File: src/rtl/alu_cmd_pkg.sv
`default_nettype none
// +------------------------------------------------------------------+
// | Module : alu_cmd_pkg                                             |
// | Brief  : Shared types and constants for the ALU command issuer:  |
// |          FSM state encoding, command frame length and the ALU    |
// |          function codes that the ALU unit-enable decoder uses.   |
// | Rev    : 1.0  initial release                                    |
// +------------------------------------------------------------------+
package alu_cmd_pkg;

  // Issuer FSM states; IDLE must stay at zero so the reset state reads as all-zero.
  typedef enum logic [2:0] {
    ST_IDLE  = 3'd0,
    ST_GET_A = 3'd1,
    ST_GET_B = 3'd2,
    ST_ISSUE = 3'd3,
    ST_WAIT  = 3'd4,
    ST_RESP  = 3'd5
  } state_t;

  // Words per command frame: opcode, operand A, operand B.
  localparam int c_frame_words = 3;

  // ALU function codes as decoded by the ALU unit-enable decoder.
  localparam logic [3:0] c_alu_fun_add = 4'h0;
  localparam logic [3:0] c_alu_fun_sub = 4'h1;
  localparam logic [3:0] c_alu_fun_mul = 4'h2;
  localparam logic [3:0] c_alu_fun_div = 4'h3;
  localparam logic [3:0] c_alu_fun_and = 4'h4;
  localparam logic [3:0] c_alu_fun_or  = 4'h5;
  localparam logic [3:0] c_alu_fun_xor = 4'h6;
  localparam logic [3:0] c_alu_fun_cmp = 4'h7;

endpackage
`default_nettype wire

File: src/rtl/alu_timeout_cnt.sv
`default_nettype none
// +------------------------------------------------------------------+
// | Module : alu_timeout_cnt                                         |
// | Brief  : WAIT-state watchdog. Cleared on entry to WAIT, counts   |
// |          while enabled, flags expiry on the TIMEOUT_CYCLES-th    |
// |          enabled cycle and then saturates.                       |
// | Rev    : 1.0  initial release                                    |
// +------------------------------------------------------------------+
module alu_timeout_cnt #(
  parameter int TIMEOUT_CYCLES = 16
) (
  input  logic clk_i,
  input  logic rst_ni,
  input  logic clr_i,
  input  logic en_i,
  output logic expired_o
);

  localparam int c_cnt_w = (TIMEOUT_CYCLES < 2) ? 1 : $clog2(TIMEOUT_CYCLES);
  localparam logic [c_cnt_w-1:0] c_last = c_cnt_w'(TIMEOUT_CYCLES - 1);

  logic [c_cnt_w-1:0] cnt_q, cnt_d;

  // Next count: clear has priority, otherwise advance while enabled, holding at the last value.
  always_comb begin
    cnt_d = cnt_q;
    if (clr_i) begin
      cnt_d = '0;
    end else if (en_i && (cnt_q != c_last)) begin
      cnt_d = cnt_q + 1'b1;
    end
  end

  // Count register.
  always_ff @(posedge clk_i or negedge rst_ni) begin
    if (!rst_ni) begin
      cnt_q <= '0;
    end else begin
      cnt_q <= cnt_d;
    end
  end

  // The count equals cycles already spent in WAIT, so c_last marks the final allowed cycle.
  assign expired_o = en_i && (cnt_q == c_last);

endmodule
`default_nettype wire

File: src/rtl/alu_cmd_issuer.sv
`default_nettype none
// +------------------------------------------------------------------+
// | Module : alu_cmd_issuer                                          |
// | Brief  : Assembles opcode/A/B frames from a valid/ready byte     |
// |          stream, issues a one-cycle ALU_EN, waits for the ALU    |
// |          result and returns it on a valid/ready response port.   |
// | Config : ALU_TIMEOUT_EN - abort WAIT after TIMEOUT_CYCLES with   |
// |          RES_ERR=1, RES_DATA=0 (default build: wait forever).    |
// | Rev    : 1.0  initial release                                    |
// +------------------------------------------------------------------+
module alu_cmd_issuer
  import alu_cmd_pkg::*;
#(
  parameter int DATA_WIDTH     = 8,
  parameter int OUT_WIDTH      = 16,
  parameter int ALU_FUN_WIDTH  = 4,
  parameter int TIMEOUT_CYCLES = 16
) (
  input  logic                     CLK,
  input  logic                     RST,
  input  logic [DATA_WIDTH-1:0]    CMD_DATA,
  input  logic                     CMD_VALID,
  output logic                     CMD_READY,
  output logic [DATA_WIDTH-1:0]    ALU_A,
  output logic [DATA_WIDTH-1:0]    ALU_B,
  output logic [ALU_FUN_WIDTH-1:0] ALU_FUN,
  output logic                     ALU_EN,
  input  logic [OUT_WIDTH-1:0]     ALU_OUT,
  input  logic                     ALU_OUT_VALID,
  output logic [OUT_WIDTH-1:0]     RES_DATA,
  output logic                     RES_VALID,
  input  logic                     RES_READY,
  output logic                     RES_ERR,
  output logic                     BUSY
);

  state_t                   state_q, state_d;
  logic [ALU_FUN_WIDTH-1:0] fun_q, fun_d;
  logic [DATA_WIDTH-1:0]    a_q, a_d;
  logic [DATA_WIDTH-1:0]    b_q, b_d;
  logic [OUT_WIDTH-1:0]     res_data_q, res_data_d;
  logic                     res_err_q, res_err_d;
  // Low during reset and for the first cycle after it, so CMD_READY reads 0 while in reset.
  logic                     live_q;

  logic w_accepting;
  logic w_beat;
  logic w_timeout_expired;
  logic w_tmo_clr;
  logic w_tmo_en;

  assign w_accepting = (state_q == ST_IDLE) || (state_q == ST_GET_A) || (state_q == ST_GET_B);
  assign CMD_READY   = live_q && w_accepting;
  assign w_beat      = CMD_VALID && CMD_READY;

  // Counter starts from zero on the cycle that enters WAIT, which is always the ISSUE cycle.
  assign w_tmo_clr = (state_q == ST_ISSUE);
  assign w_tmo_en  = (state_q == ST_WAIT);

`ifdef ALU_TIMEOUT_EN
  alu_timeout_cnt #(
    .TIMEOUT_CYCLES (TIMEOUT_CYCLES)
  ) u_timeout_cnt (
    .clk_i     (CLK),
    .rst_ni    (RST),
    .clr_i     (w_tmo_clr),
    .en_i      (w_tmo_en),
    .expired_o (w_timeout_expired)
  );
`else
  logic w_unused_timeout;
  assign w_unused_timeout  = (TIMEOUT_CYCLES > 0) ^ w_tmo_clr ^ w_tmo_en;
  assign w_timeout_expired = 1'b0;
`endif

  // Next-state and datapath capture; every register holds unless its state acts on it.
  always_comb begin
    state_d    = state_q;
    fun_d      = fun_q;
    a_d        = a_q;
    b_d        = b_q;
    res_data_d = res_data_q;
    res_err_d  = res_err_q;
    case (state_q)
      ST_IDLE: begin
        if (w_beat) begin
          fun_d   = CMD_DATA[ALU_FUN_WIDTH-1:0];
          state_d = ST_GET_A;
        end
      end
      ST_GET_A: begin
        if (w_beat) begin
          a_d     = CMD_DATA;
          state_d = ST_GET_B;
        end
      end
      ST_GET_B: begin
        if (w_beat) begin
          b_d     = CMD_DATA;
          state_d = ST_ISSUE;
        end
      end
      ST_ISSUE: begin
        state_d = ST_WAIT;
      end
      ST_WAIT: begin
        // A real result on the expiry cycle takes precedence over the abort.
        if (ALU_OUT_VALID) begin
          res_data_d = ALU_OUT;
          res_err_d  = 1'b0;
          state_d    = ST_RESP;
        end else if (w_timeout_expired) begin
          res_data_d = '0;
          res_err_d  = 1'b1;
          state_d    = ST_RESP;
        end
      end
      ST_RESP: begin
        if (RES_READY) begin
          state_d = ST_IDLE;
        end
      end
      default: begin
        state_d = ST_IDLE;
      end
    endcase
  end

  // State and datapath registers; reset discards any partial frame or outstanding request.
  always_ff @(posedge CLK or negedge RST) begin
    if (!RST) begin
      state_q    <= ST_IDLE;
      fun_q      <= '0;
      a_q        <= '0;
      b_q        <= '0;
      res_data_q <= '0;
      res_err_q  <= 1'b0;
      live_q     <= 1'b0;
    end else begin
      state_q    <= state_d;
      fun_q      <= fun_d;
      a_q        <= a_d;
      b_q        <= b_d;
      res_data_q <= res_data_d;
      res_err_q  <= res_err_d;
      live_q     <= 1'b1;
    end
  end

  assign ALU_FUN   = fun_q;
  assign ALU_A     = a_q;
  assign ALU_B     = b_q;
  assign ALU_EN    = (state_q == ST_ISSUE);
  assign RES_VALID = (state_q == ST_RESP);
  assign RES_DATA  = res_data_q;
  assign RES_ERR   = res_err_q;
  assign BUSY      = (state_q != ST_IDLE);

endmodule
`default_nettype wire

File: config.mk
export PLATFORM = sky130hd
export DESIGN_NAME = alu_cmd_issuer
export DESIGN_NICKNAME = d
export VERILOG_FILES = /design/src/rtl/alu_cmd_pkg.sv /design/src/rtl/alu_timeout_cnt.sv /design/src/rtl/alu_cmd_issuer.sv
export SDC_FILE = /design/constraint.sdc
export NUM_CORES = 1
export LEC_CHECK = 0
export CAP_MARGIN = 10
export CORE_ASPECT_RATIO = 0.8
export CORE_MARGIN = 2
export CORE_UTILIZATION = 45
export CTS_CLUSTER_DIAMETER = 40
export CTS_CLUSTER_SIZE = 20
export DETAILED_ROUTE_END_ITERATION = 12
export HOLD_SLACK_MARGIN = 0.02
export PLACE_DENSITY = 0.95
export SLEW_MARGIN = 20
export SYNTH_ARGS = -nofsm -noshare
export SYNTH_HDL_FRONTEND = slang
export SYNTH_SLANG_ARGS = --single-unit
File: constraint.sdc
create_clock -name CLK -period 2.45 [get_ports CLK]
set_input_delay 0.245 -clock CLK [delete_from_list [all_inputs] [get_ports CLK]]
set_output_delay 0.245 -clock CLK [all_outputs]
set_load 0.02 [all_outputs]
# [Word-level counts from Yosys, hierarchy flattened]
# Index checks and enable logic that the tools add are counted.
[totals] regBits=40 output_inout_bits=41 elab_cells=33
[op_classes] eq_ne=10 mux=6 reduce_logical=11
[ops] cell="case mux 3 bit (6 select lines)" count=1
[ops] cell="2-to-1 mux 3 bit" count=5
[ops] cell="inequality test 2 bit, second input constant" count=4
[ops] cell="AND reduction 2 bit" count=4
[ops] cell="equality test 3 x 2 -> 1 bit, second input constant" count=2
[ops] cell="equality test 3 bit, second input constant" count=2
[ops] cell="AND reduction 5 bit" count=1
[ops] cell="equality test 3 x 1 -> 1 bit, second input constant" count=1
[ops] cell="logical NOT 3 bit" count=1
[ops] cell="nonzero test 3 bit" count=1
[ops] cell="logical AND 1 bit" count=2
[ops] cell="logical OR 1 bit" count=2
[ops] cell="inequality test 2 x 1 -> 1 bit, second input constant" count=1

# [Depth between registers and ports, before layout]
# Gate-level depths: netlist (run 1).
[depth] depth_word=7 mapped_depth=5

# [Worst setup path after synthesis (run 1)]
# No wires, ideal clock.
[synth_path] kind="flip-flop to flip-flop" from="register state_q[2]" to="register a_q[0] (netlist: ALU_A[0])" setup_ns=0.125 t_arrival_ns=1.400 required_time_ns=2.325 slack_ns=0.925 stages_incl_launch_ff=5 path_buffers=1 synth_period_minus_slack_ns=1.525 cell_sequence="dfrtp_1 buf_6 nand3b_4 nor3b_4 mux2_2"
[synth_between] elab_chain_cells=6 elab_cells_between_ends=8 classes_between="eq/ne: 2; reduce/logical: 6"
[synth_lines] item="start, declared" line="alu_cmd_issuer.sv:37" source="state_t state_q, state_d;"
[synth_lines] item="start signal, assigned" line="alu_cmd_issuer.sv:140" source="state_q <= state_d;"
[synth_lines] item="equality test 3 x 1 -> 1 bit / logical NOT 3 bit (equally long branches)" line="alu_cmd_issuer.sv:52, alu_cmd_issuer.sv:84"
[synth_lines] item="logical OR 1 bit (2 in a row)" line="alu_cmd_issuer.sv:52" source="assign w_accepting = (state_q == ST_IDLE) || (state_q == ST_GET_A) || (state_q == ST_GET_B);"
[synth_lines] item="logical AND 1 bit" line="alu_cmd_issuer.sv:53" source="assign CMD_READY = live_q && w_accepting;"
[synth_lines] item="logical AND 1 bit" line="alu_cmd_issuer.sv:54" source="assign w_beat = CMD_VALID && CMD_READY;"
[synth_lines] item="AND reduction 2 bit (no source line) *"
[synth_lines] item="end signal, assigned" line="alu_cmd_issuer.sv:134" source="a_q <= '0;"
[synth_lines] item="end signal, assigned" line="alu_cmd_issuer.sv:142" source="a_q <= a_d;"
[synth_lines] item="end, declared" line="alu_cmd_issuer.sv:39" source="logic [DATA_WIDTH-1:0] a_q, a_d;"
# Mark *: on every way between the ends. The rest lies on a longest branch, timed or not.
# A chain may end at the register's enable or synchronous reset.

# [Final worst setup path (run 1)]
[layout_path] from="register state_q[0]" to="output CMD_READY"
[layout_between] elab_chain_cells=4 elab_cells_between_ends=6 classes_between="eq/ne: 2; reduce/logical: 4"
[layout_lines] item="equality test 3 x 1 -> 1 bit / logical NOT 3 bit (equally long branches)" line="alu_cmd_issuer.sv:52"
[layout_lines] item="logical OR 1 bit" line="alu_cmd_issuer.sv:52"
[layout_lines] item="logical OR 1 bit *" line="alu_cmd_issuer.sv:52"
[layout_lines] item="logical AND 1 bit *" line="alu_cmd_issuer.sv:53"
[layout_lines] item="end, declared" line="alu_cmd_issuer.sv:23" source="output logic CMD_READY,"
# Marked as above.

==> impl_summary.md, run 1 <==
Detailed routing
Before antenna repair, the detailed router went through 4 iterations. The routed layout has 1097 vias. The number of remaining DRC errors is 0. The average wire per standard cell is 15.8 um. The mean number of vias per cell is 5.06. Once detail routing completed, the nets flagged for antenna violations numbered 0. The total routed wirelength is 3430 um. For this block, the initial DRC count from the detailed router was 47.

Power and ir drop
The share of total power dissipated in combinational logic is 0.487. The highest ir drop seen on vdd is 0.692 mV. Of the total power, the share spent switching nets is 0.353. For this design the static power due to leakage is 1.03 nW.

The internal portion of total power is 2.07 mW. The areal power density over the cells is 1330 mW/mm2. The fraction of power consumed by the clock network is 0.139. The share of total power dissipated in sequential elements is 0.374. The completed layout was analyzed and its total power is 3.20 mW.

The net load switching power is 1.13 mW.

Global route
The number of global-route vias before repair is 1190. Entering global routing, the biggest net connects 41 pins. The initial antenna violation count came to 0.

The first global-routing pass estimated 5840 um of wire. The total overflow left after global routing is 0. The global-route usage over all layers is 0.186.

Clock tree
The number of sinks driven by the clock tree is 40. The total CTS buffers is 5. Hold repair after CTS inserted 0 buffers.

The clock latency reported for the late side of the worst-skew pair is 290 ps. The tree is rooted in a clkbuf_8. The longest clock path from root to sink contains 2 buffers. The TritonCTS clock tree is done. The number of setup buffers added after CTS is 0.

In this run, post-CTS repair resized a total of 0 instances. The number of levels the H-tree was split into is 2. After clock tree synthesis, the clock-pin slew on the worst setup and hold paths is 70 ps.

Synth
The fraction of registers with async set/reset is 1.00. Yosys mapped a number of flops with a built-in enable equal to 0. The post-synthesis net count is 132. In the synthesized netlist the dominant register cell turns out to be dfrtp_1.

The synthesized area per cell is 15.8 um2. The sequential cell area fraction in the yosys report is 0.617. The number of synthesized register bits is 40. The synthesized area is 0.00162 mm2.

The number of cells produced by synthesis is 103. Counting distinct cell types in the post-synthesis netlist gives 19. The number of warnings reported in the yosys synthesis log is 0.

Floorplanning
The die outline height is 57.7 um. The standard-cell row count is 19. The die is 71.1 um wide. In this run the standard cell core region covers 0.00345 mm2. The starting density of the core is 0.471.

The I/O pin count is 70. The die covers 0.00411 mm2.

Place
The count of port buffers added during placement is 68. At the end of routability-driven placement, the weighted congestion stood at 0.764. Summed over all nets, the half-perimeter wirelength after detailed placement is 2590 um.

Timing
The relative slew slack is 0.430. The smallest clock period supported by the final layout is computed as 2060 ps. The clock arrives with 2.63 ps of skew. The final number of hold-violating endpoints is 0. Timing would allow up to 485 MHz. Setup violations remaining at the end of the flow were counted as 0.

Setup repair after global routing left no endpoint under its margin. The max-slew violation count is 0. Of the available clock period, the critical path in the final layout requires 0.841. At the pin with the least slew margin, the transition time is 855 ps. The final-layout setup total negative slack is 0 ps.

Finish
The count of filler cells inserted in the layout is 233. Relative to the synthesized area, the layout overhead comes to 48.8%. The fraction of layout instances using a drive strength above 1 is 0.303.

The register area is 0.00100 mm2. Summing all multi-input logic gate instances after layout gives 586 um2. At the end of the flow, the number of nets in the layout was 203. The number of antenna diodes in the final layout is 0.

Critical path
The largest fanout on the critical path is 11. The number of cells on the worst reg-to-reg path is 3. The worst setup path is captured at an output pin.

The data required time at the worst endpoint is 2200 ps. The arrival time at the worst endpoint is 1810 ps. The startpoint type of the worst setup path is a flip-flop. The critical path is of the reg2out type.

Min path
The class of the tightest hold or removal check is in2async.

Flow run
Max-cap violations in this run came to 0.

Outcome
The flow ran to the end, and the final reports show no timing, DRC or antenna violations.
cell families after synthesis:
group / after synthesis / share of synthesized area
DFF: 40 / 0.617
muxes: 36 / 0.250
and+or+nand+nor: 19 / 0.103
buffers and inverters: 5 / 0.0224
other: 2 / 0.00463
AOI/OAI and AO/OA: 1 / 0.00386
flip-flops by register name, summed over array words and instances (netlist names):
signal and cells:
RES_DATA 16, ALU_B 8, ALU_FUN 4, state_q 3
live_q 1, ALU_A 8
through the flow:
stage | utilization | cell area [um2] | instances | setup WS, ps | hold slack, ps
floorplan | - | 1620 | 103 | 925 | -50.6
global placement | 0.674 | 2320 | 209 | 618 | 384
detailed placement | 0.674 | 2320 | 209 | 566 | 404
CTS | 0.701 | 2410 | 217 | 372 | 89.0
global route | 0.701 | 2410 | 217 | 276 | 122
finish | 0.701 | 2410 | 217 | 390 | 51.7
power groups by stage:
stage | clock network, mW | registers [mW] | logic, mW
floorplan | 0 | 1.50 | 0.500
global placement | 0 | 1.18 | 1.53
detailed placement | 0 | 1.21 | 1.58
CTS | 0.459 | 1.20 | 1.58
global route | 0.494 | 1.25 | 1.65
finish | 0.444 | 1.20 | 1.56
final timing paths:
| check | from | endpoint | slack (ps) |
|---|---|---|---|
| min reg2reg | ALU_FUN[1] | ALU_FUN[1] | 510 |
| max in group asynchronous | RST | ALU_B[7] | 1850 |
| max reg2reg | state_q[2] | ALU_B[2] | 740 |
| min in group CLK | ALU_FUN[1] | ALU_FUN[1] | 510 |
| min | RST | ALU_FUN[1] | 50 |
| max | state_q[0] | CMD_READY | 390 |
cell usage in the layout (no fill, tap or decap):
cell	n
clkdlybuf4s50_1	67
dfrtp_1	40
mux2_2	36
clkbuf_8	6
nand2_1	5
nor2_1	2
or3_1	2
nor3b_4	2
conb_1	2
clkinv_2	2
and3b_2	1
and3b_1	1
nor3_4	1
o22ai_1	1
nand3b_4	1
or3_4	1
and4b_1	1
nor3b_1	1
or2_2	1
buf_2	1
buf_4	1
cell type report:
type / instances / area share
clock inverters: 2 / 0.00415
clock buffers: 6 / 0.0342
flip-flops and latches: 40 / 0.415
multi-input cells: 58 / 0.242
repair buffers: 69 / 0.283
well taps: 42 / 0.0218
routing by layer:
| layer | track usage | vias to the layer above | part of all wire |
|---|---|---|---|
| met5 | 0 | - | 0 |
| met4 | 0.0593 | 0 | 0.0055 |
| met3 | 0.0626 | 2 | 0.068 |
| met2 | 0.312 | 48 | 0.50 |
| met1 | 0.230 | 546 | 0.42 |
| li1 | - | 501 | - |
Yosys cell counts (2+ instances only):
library cell	count	area, um2
dfrtp_1	40	1000
mux2_2	36	405
nand2_1	5	18.8
buf_2	2	10.0
buf_4	2	15.0
conb_1	2	7.51
nor2_1	2	7.51
nor3b_4	2	37.5
or3_1	2	12.5
worst max-delay path: stages, from the launching register on:
cell and delay, ps:
dfrtp_1 600, nand2_1 150, and3b_2 240, clkdlybuf4s50_1 530
(Power assumes the default switching activity.)
==> run 2: changes to the inputs <==
- CORE_UTILIZATION: 45 -> 37
- PLACE_DENSITY: 0.95 -> 0.84
- clock period: 2.45 -> 1.8 ns (I/O delays scaled with it)
==> impl_summary.md, run 2 (synthesized netlist as in run 1, its figures left out) <==
Critical path
The largest fanout on the critical path is 5 (-6). The critical path is of the reg2out type. The largest individual stage delay along the critical path comes from the cell dfrtp_1. The total buffers and inverters traversed by the critical path came to 1 (unchanged). The cell family contributing the most delay on the critical path is flip-flops. The arrival time at the worst endpoint is 1440 ps (-370 ps). The endpoint type of the worst setup path is an output pin. The data required time at the worst endpoint is 1620 ps (-580 ps).

The signal on the critical path passes through or3_1, dlygate4sd2_1. The largest stage delay on the critical path is 440 ps (-160 ps). STA classifies the critical path startpoint as a flip-flop.

Clock tree
The maximum clock insertion buffer count came to 2 (unchanged). The clock-pin slew reported for the worst setup and hold paths after clock tree synthesis was 70 ps (about the same). The buffer count from post-CTS setup fixing is 0 (unchanged).

The number of sinks driven by the clock tree is 40 (unchanged). The clock latency reported for the late side of the worst-skew pair is 280 ps (about the same). The total CTS buffers is 5 (unchanged). TritonCTS built the clock tree. The clock root buffer master is clkbuf_8. The number of levels the H-tree was split into is 2 (unchanged).

Timing
The highest clock frequency the design can meet is 616 MHz. The transition time of the tightest slew-check pin is 885 ps (+30.0 ps). The max-slew violation count was 0 (unchanged). The final setup violation count came to 0 (unchanged). The worst hold slack is 8.80 ps (-42.9 ps). The relative slew slack is 0.410 (-0.0200).

The ratio of final minimum period to clock period is 0.901. The worst clock skew is 3.60 ps (+0.971 ps). The final number of hold-violating endpoints is 0 (unchanged). The final-layout setup total negative slack was 0 ps (unchanged).

Setup repair after global routing left no endpoint under its margin. The smallest clock period supported by the final layout is computed as 1620 ps.

Power and ir drop
The standby leakage power is 1.12 nW (+8.1%). The post-layout total power came to 4.60 mW (+44%). The highest ir drop seen on vdd is 0.926 mV (+34%). The areal power density over the cells is 1810 mW/mm2 (+37%).

Detailed routing
The mean number of vias per cell is 4.65 (-8.1%). The average wire per standard cell was 15.4 um (-2.7%). The length of the first detailed-routing pass in iterations was 4 (unchanged).

The count of nets left with antenna violations after detail routing is 0 (unchanged). The total routed wirelength was 3650 um (+6.3%). The violation count after the first detailed-route iteration is 95 (+100%). The via count of the routed design is 1101 (+0.36%). The number of remaining DRC errors is 0 (unchanged).

Place
The total half-perimeter wirelength after legalization and detailed placement is 2750 um (+6.1%). The instance count after placement with tap cells included is 229 (+9.6%). The count of port buffers added during placement is 68 (unchanged). The last weighted congestion value of the routability-driven placer came to 0.816 (+6.8%).

Floorplanning
The area of the die is 0.00494 mm2 (+20%). The I/O pin count was 70 (unchanged). The standard-cell row count is 21 (+2). The x dimension of the die was 78.0 um (+9.7%). The core area is 0.00420 mm2 (+22%).

The die outline height is 63.2 um (+9.6%). The starting density of the core is 0.386 (-0.0848).

Finish
The library cell used most frequently in the layout, excluding fill and tap cells, is clkdlybuf4s50_1. The count of nets after finishing is 208 (+2.5%). Leaving out fill and tap cells, the most frequent cells in the layout are 63 x clkdlybuf4s50_1, 39 x dfrtp_1, 36 x mux2_2. The growth of design area from synthesis to finish is 56.1%. The fraction of layout instances using a drive strength above 1 is 0.328 (+0.0249).

The count of filler cells inserted in the layout is 326 (+40%). The number of antenna cells inserted is 0 (unchanged). The number of flip-flops under the largest register name was 16 (unchanged). The final non-filler cell total is 237 (+9.2%). The core utilization of the finished layout is 0.603 (-0.0979).

Flow run
The number of max-capacitance violations reported is 0 (unchanged).

Global route
The number of global-route vias before repair is 1216 (+2.2%). The pin count of the biggest net entering global routing is 41 (unchanged). The initial antenna violation count is 0 (unchanged). The total global routing overflow came to 0 (unchanged). The global-route usage over all layers is 0.164 (-0.0221). The first-pass GRT wire length is 6190 um (+6.0%).

Outcome
The flow ran to the end, and the final reports show no timing, DRC or antenna violations.

Min path
In this run the worst hold path is classified as in2async.
## run 2: changes by cell type in the layout (fill, tap and decap cells not counted), moves of 2 or more
cell and change:
buf_12 +2, clkinv_2 -2, dlygate4sd2_1 +2, buf_4 +3
clkdlybuf4s50_1 -4, dlymetal6s2s_1 +2
## run 2: where the power goes
group	switching, mW	internal [mW]
sequential	0.261	1.33
combinational	1.01	1.22
clock	0.294	0.489
## run 2: final cells by class
type | count | area (um2) | area share
timing repair buffer | 74 | 748 | 0.295
multi-input combinational | 58 | 586 | 0.231
sequential | 40 | 1000 | 0.396
clock inverter | 1 | 30.0 | 0.0119
tap | 57 | 71.3 | 0.0281
clock buffer | 7 | 96.3 | 0.0380
## run 2: what timing repair did
action / 4_1_cts / 5_1_grt
hold buffers: 0 / 0
endpoints found under the hold margin: 0 / 0
pin swaps: 0 / 0
endpoints found under the setup margin: 2 / 2
gates resized for setup: 2 / 3
## run 2: worst paths after layout
check	depth (start not counted)	from	slack (ps)	end
setup / recovery	2	state_q[1]	180	BUSY
hold / removal	1	RST	9	ALU_A[2]
hold reg to reg	1	RES_DATA[14]	510	RES_DATA[14]
min in group CLK	2	ALU_OUT[5]	510	RES_DATA[5]
max in group asynchronous	1	RST	1180	state_q[2]
setup reg to reg	4	state_q[2]	230	ALU_B[0]
## run 2: per-stage QoR
step | setup WS, ps | cell area [um2]
floorplan | 275 | 1620
global placement | 141 | 2400
detailed placement | 90.6 | 2400
CTS | 15.4 | 2530
global route | 117 | 2530
finish | 178 | 2530
## run 2: metal layers
layer	GRT usage	part of all wire	up-vias
li1	-	-	508
met5	0	0	-
met3	0.0501	0.057	5
met1	0.195	0.40	550
met2	0.275	0.52	38
met4	0.0724	0.013	0
